## src/rtl/uart_rx_fifo_pkg.sv

```systemverilog
// Shared UART constants: byte width, RX FIFO geometry and status-register bit
// positions used by the bus-side register decode.
package uart_rx_fifo_pkg;

  localparam int BYTE_W        = 8;
  localparam int RX_FIFO_DEPTH = 16;
  localparam int RX_FIFO_AW    = 4;

  localparam int STAT_TX_BUSY  = 0;
  localparam int STAT_RX_AVAIL = 1;
  localparam int STAT_OVERRUN  = 2;

  typedef logic [BYTE_W-1:0] byte_t;

endpackage

```

## src/rtl/uart_rx_fifo.sv

```systemverilog
// RX byte FIFO between the UART receiver and the bus register read path.
// First-word-fall-through: rd_data shows the oldest byte while empty=0.
// Ports:
//   clk, rst                 clock, async active-high reset
//   wr_data, wr_valid        push from the receiver data-ready pulse
//   rd_en                    pop from the RX data register read-start
//   rd_data                  oldest byte, 0 when empty
//   empty, full, count       fill status
//   overrun, clr_overrun     sticky dropped-push flag and its clear
module uart_rx_fifo
  import uart_rx_fifo_pkg::*;
#(
  parameter int DEPTH = RX_FIFO_DEPTH,
  parameter int AW    = RX_FIFO_AW
) (
  input  logic          clk,
  input  logic          rst,
  input  logic [7:0]    wr_data,
  input  logic          wr_valid,
  input  logic          rd_en,
  output logic [7:0]    rd_data,
  output logic          empty,
  output logic          full,
  output logic [AW:0]   count,
  output logic          overrun,
  input  logic          clr_overrun
);

  localparam logic [AW:0] FULL_CNT = (AW+1)'(DEPTH);

  byte_t          mem [DEPTH];
  logic [AW-1:0]  wp;
  logic [AW-1:0]  rp;
  logic [AW:0]    cnt;
  logic           do_push;
  logic           do_pop;
  logic           drop;

  assign empty = (cnt == '0);
  assign full  = (cnt == FULL_CNT);
  assign count = cnt;

  // A pop in the same cycle frees the slot, so a push into a full
  // FIFO is still accepted when a pop accompanies it.
  assign do_pop  = rd_en & ~empty;
  assign do_push = wr_valid & (~full | do_pop);
  assign drop    = wr_valid & ~do_push;

  assign rd_data = empty ? 8'h00 : mem[rp];

  // Storage is deliberately left out of reset.
  always_ff @(posedge clk) begin
    if (do_push) begin
      mem[wp] <= wr_data;
    end
  end

  always_ff @(posedge clk or posedge rst) begin
    if (rst) begin
      wp <= '0;
      rp <= '0;
      cnt <= '0;
    end else begin
      if (do_push) begin
        wp <= wp + 1'b1;
      end
      if (do_pop) begin
        rp <= rp + 1'b1;
      end
      unique case ({do_push, do_pop})
        2'b10:   cnt <= cnt + 1'b1;
        2'b01:   cnt <= cnt - 1'b1;
        default: cnt <= cnt;
      endcase
    end
  end

  // Set has priority over a coincident clear.
  always_ff @(posedge clk or posedge rst) begin
    if (rst) begin
      overrun <= 1'b0;
    end else if (drop) begin
      overrun <= 1'b1;
    end else if (clr_overrun) begin
      overrun <= 1'b0;
    end
  end

endmodule

```

## config.mk

```make
export PLATFORM = sky130hd
export DESIGN_NAME = uart_rx_fifo
export DESIGN_NICKNAME = d
export VERILOG_FILES = /design/src/rtl/uart_rx_fifo_pkg.sv /design/src/rtl/uart_rx_fifo.sv
export SDC_FILE = /design/constraint.sdc
export NUM_CORES = 1
export LEC_CHECK = 0
export BUFFER_PORTS_ARGS = -buffer_cell sky130_fd_sc_hd__clkbuf_2
export CAP_MARGIN = 20
export CORE_ASPECT_RATIO = 1.2
export CORE_MARGIN = 2
export CORE_UTILIZATION = 35
export DETAILED_ROUTE_END_ITERATION = 10
export GPL_TIMING_DRIVEN = 0
export PLACE_DENSITY = 0.61
export SLEW_MARGIN = 20
export SYNTH_ARGS = -nofsm -noshare
export SYNTH_HDL_FRONTEND = slang
export SYNTH_SLANG_ARGS = --single-unit
```

## constraint.sdc

```tcl
create_clock -name clk -period 2.5 [get_ports clk]
set_input_delay 0.375 -clock clk [delete_from_list [all_inputs] [get_ports clk]]
set_output_delay 0.375 -clock clk [all_outputs]
set_load 0.02 [all_outputs]
```

Word-level counts from Yosys, hierarchy flattened
Memory sizes are Yosys's and may differ from the RTL's.
Index checks and enable logic that the tools add are counted.
Storage, ports and cells
  register bits after elaboration: 14
  latch bits: 0
  RAM bits: 128
  memory bits (read-only): 0
  input port bits: 13
  output and inout port bits: 16
  logic and storage cells: 28
  memories: 1
Memories
  mem: depth 16, width 8, read ports 1, clocked after Yosys merged registers in 0, write ports 1, RTL line uart_rx_fifo.sv:31  | byte_t mem [DEPTH];
Cells by class
  add/sub/neg operators: 4
  multipliers: 0
  divide/modulo/power cells: 0
  magnitude comparators: 0
  equal/unequal tests: 3
  shifts and indexed selects: 0
  muxes and demuxes: 6
  bitwise logic cells: 7
  reductions and logical operators: 3
Operators with widths (count)
  5-bit case mux with 2 select lines: 1
  4-bit by 1-bit adder with 4-bit output, second input constant: 2
  8-bit two-way mux: 1
  5-bit by 1-bit adder with 5-bit output, second input constant: 1
  5-bit == test, second input constant: 1
  5-bit zero test: 1
  5-bit by 1-bit subtractor with 5-bit output, second input constant: 1
  1-bit two-way mux: 4
  2-bit nonzero test: 2
  1-bit AND: 3
  1-bit inverter: 3
  2-bit by 1-bit == test with 1-bit output, second input constant: 1
  2-bit == test, second input constant: 1
  1-bit bitwise OR: 1

Logic depth before layout (Yosys ltp)
  depth after elaboration: 8
  gate-level depth with buffers: 10

Worst setup path before layout
OpenSTA, ideal clock, no wires.
  kind: flip-flop to flip-flop
  start: register cnt[0] (netlist: count[0])
  end: register cnt[3] (netlist: count[3])
  library setup time: 128 ps
  arrival time: 2468 ps
  data required time: 2372 ps
  setup slack: -96 ps
  stages on the path, launching flop included: 11
  path buffers: 1
  clock period less this slack: 2596 ps
  path through: dfrtp_1 or4_1 buf_2 o21ai_4 or2_2 inv_1 ha_1 a21o_1 a21oi_1 xnor2_1 mux2_1
On the way
  word-level cells in the longest chain between the ends: 7
  elaborated cells between the ends (all ways): 13
  classes of those cells: 2 x add/sub; 3 x eq/ne; 1 x mux; 5 x bitwise; 2 x reduce/logical
Ends and longest elaborated chain
  from (decl): RTL line uart_rx_fifo.sv:34  | logic [AW:0] cnt;
  from (signal assigned): RTL line uart_rx_fifo.sv:71  | 2'b10: cnt <= cnt + 1'b1;
  from (signal assigned): RTL line uart_rx_fifo.sv:72  | 2'b01: cnt <= cnt - 1'b1;
  from (signal assigned): RTL line uart_rx_fifo.sv:73  | default: cnt <= cnt;
  5-bit zero test: RTL line uart_rx_fifo.sv:39  | assign empty = (cnt == '0);
  1-bit inverter: RTL line uart_rx_fifo.sv:45  | assign do_pop = rd_en & ~empty;
  1-bit AND: RTL line uart_rx_fifo.sv:45
  1-bit bitwise OR: RTL line uart_rx_fifo.sv:46  | assign do_push = wr_valid & (~full | do_pop);
  1-bit AND: RTL line uart_rx_fifo.sv:46
  2-bit by 1-bit == test with 1-bit output / 2-bit == test (equally long branches): RTL line uart_rx_fifo.sv:70  | unique case ({do_push, do_pop})
  5-bit case mux with 2 select lines / 2-bit nonzero test (equally long branches)
Parallel ways exist; a longest one is shown, timed or not.
A chain may end at the register's enable or synchronous reset.

Worst setup path after layout
  start: register rp[1]
  end: output port rd_data[6]
On the way
  word-level cells in the longest chain between the ends: 2
Ends and longest elaborated chain
  from (decl): RTL line uart_rx_fifo.sv:33  | logic [AW-1:0] rp;
  from (signal assigned): RTL line uart_rx_fifo.sv:68  | rp <= rp + 1'b1;
  memory read 16 x 8 bit
  8-bit two-way mux: RTL line uart_rx_fifo.sv:49  | assign rd_data = empty ? 8'h00 : mem[rp];
  to (decl): RTL line uart_rx_fifo.sv:21  | output logic [7:0] rd_data,
Every way passes these cells.

==> metrics.yaml <==
status:
  status: "finished with violations"
  violations: "setup timing"
route:
  wl_per_cell_um: 21.07
  drcViolationCount: 0
  firstDrtPassIters: 4
  drt-total-wl_um: 12540
  antenna_left: 0
  drt_iter0_drc: 249
  vias: 3069
  vias_per_cell: 5.158
timing:
  maxSlewHeadroom_pct: 39.64
  worst_slew_pin_slew_ns: 0.9021
  min_period_ns: 2.698
  post-route-period-util_pct: 107.9
  layout_setup_ws_ns: -0.1979
  fmax_mhz: 370.7
  grt_setup_unrepaired: "true"
  finalSetupTns_ns: -1.571
  hold_ws_ns: 0.009246
  final_hold_viol_count: 0
  setup_violations: 40
  slew_violations: 0
  skew_ns: 0.008617
placement:
  numPortBuffers: 27
  hpwl_um: 7979
  dp.cells: 555
  placed_area_mm2: 0.006360
  dp_slack_ns: -0.2442
  place.gp.congestion: 0.8130
floorplanning:
  die_width_um: 122.2
  initial_utilization_pct: 35.93
  fp.coreArea_mm2: 0.01634
  fp-row-count: 51
  die_area_mm2: 0.01783
  fp.dieH_um: 145.9
  num_io_pins: 29
clock_network:
  numCtsBuffers: 17
  clk_pin_slew_worst_paths_ns: 0.06
  clock_latency_ns: 0.42
  cts.sinks: 142
  clk_path_buf_depth: 2
  cts-root-buf: "clkbuf_16"
  cts_tree: "done"
  htree_levels: 4
synth:
  ys_types: 40
  postSynthAreaPerCell_um2: 18.81
  netlist_instances: 312
  yosys-top-cells-area: "edfxtp_1 65%, mux4_2 12%, dfrtp_1 6.0%, a211oi_1 2.3%, ha_1 1.7%"
  syn_nets: 334
  synth_top_area_share_pct: 65.49
  synth_area_leader_cell: "edfxtp_1"
  yosysWarningCount: 0
  synth_area_mm2: 0.005869
  ys_ff_latch: 142
  ys_seq_area_share_pct: 71.46
worst_setup_path:
  worstPathMaxFanout: 7
  arrival_ns: 2.32
  required_ns: 2.12
  crit_path_end_kind: "output port"
  max_stage_delay_ns: 0.49
  crit_type: "reg2out"
  crit_chain: "buf_6, buf_12, mux4_2, nor2b_1, a211oi_4, a211oi_1, buf_2"
  critPathBufInv: 3
  cp-start-kind: "flip-flop"
  slowest_stage: "mux4_2"
  cp_top_family: "buffers and inverters"
flow_run:
  maxCapViolCount: 0
global_routing:
  first_global_vias: 3275
  grt_max_degree: 17
  gr-usage-all-layers_pct: 15.13
  overflow: 0
  antenna_found_initial: 0
  grt_pass1_wl_um: 19260
power_and_ir_drop:
  ir_drop_v: 0.0006962
  power_leakage_nw: 2.506
  power.total_mw: 9.123
  cellPowerDensity_mw_per_mm2: 1243
finish:
  layout.nets: 392
  final_common_cell: "edfxtp_1"
  num-fill-cells: 1433
  area_growth_pct: 25.05
  final_layout_size_suffix_gt1_share_pct: 41.78
  stdcell_area_mm2: 0.007340
  final_cell_mix: "128 x edfxtp_1, 32 x mux4_2, 20 x clkbuf_2"
  fin_util_pct: 44.93
  instances_no_fill: 595
  antenna_cells: 0
min_path:
  hold_class: "in2async"
## routing by layer
layer	track usage (%)	share of wire [%]	up-vias
met4	8.103	3.2	0
met2	23.75	51	76
met5	0	0	-
li1	-	-	1363
met3	3.370	3.5	27
met1	19.46	42	1603
## sequential cells by signal, indices dropped and copies added, names as in the netlist
name,flops
mem,128
count,5
rp,4
wp,4
overrun,1
## final cells by class
type                            instances  area, µm²  area share, %
Tap cell                              212      265.3          3.614
Inverter                               12      47.55         0.6478
Buffer                                 15      147.6          2.012
Multi-Input combinational cell        141       1827          24.89
Sequential cell                       142       4197          57.18
Timing Repair Buffer                   41      291.5          3.972
Clock buffer                           18      429.2          5.847
Clock inverter                         14      135.1          1.841
## worst reg2reg max path: stages, from the launching register on
cell,delay [ns]
dfrtp_1,0.50
nor2b_1,0.23
a21boi_1,0.45
nand3_1,0.23
nor2_1,0.74
## worst paths after layout
check	end	from	slack [ns]	depth (start not counted)
min	count[3]	rst	0.009	2
min in group clk	overrun	clr_overrun	0.14	2
max reg2reg	mem[15][5]	count[4]	-0.03	4
max in group asynchronous	count[1]	rst	2.05	2
max	rd_data[6]	rp[1]	-0.20	7
min reg2reg	overrun	overrun	0.52	2
## what timing repair did
action                                  CTS  global route
gates cloned                              1             0
setup buffers                             6             4
pin swaps                                13            14
endpoints found under the setup margin   11            42
resized for setup                        57            30
hold buffers                              0             0
## cell usage after synthesis, drive strengths merged
library cell and n:
xor2 2, nand2b 1, a211oi 18, or4 1, nand3 4, a21boi 1
a21o 2, nor2b 9, o21ai 4, a2111oi 1, clkbuf 5, mux4 32
ha 8, a21bo 1, edfxtp 128, nor2 10, mux2i 9, nand3b 3
mux2 3, nor3b 1, or2 1, fa 1, buf 12, dfrtp 14
o211ai 2, and2 5, and3 4, nand2 2, or3 1, nand4 1
xnor2 7, nor4 5, a21oi 2, inv 12
## report_power, final
group	leakage (nW)	switching [mW]	internal (mW)
sequential	1.32	0.215	2.91
clock	0.272	1.01	1.39
combinational	0.913	1.89	1.71
total	2.51	3.11	6.01
## kinds of logic after synthesis
| family | share of synthesized area (%) |
|---|---|
| xor gates and xnor gates | 1.343 |
| adders and majority gates | 2.047 |
| buffers and inverters | 2.089 |
| DFF | 71.46 |
| muxes | 14.39 |
| and+or+nand+nor | 4.626 |
| AOI/OAI and AO/OA | 4.050 |
No activity file was read; power rests on OpenSTA's default activity.
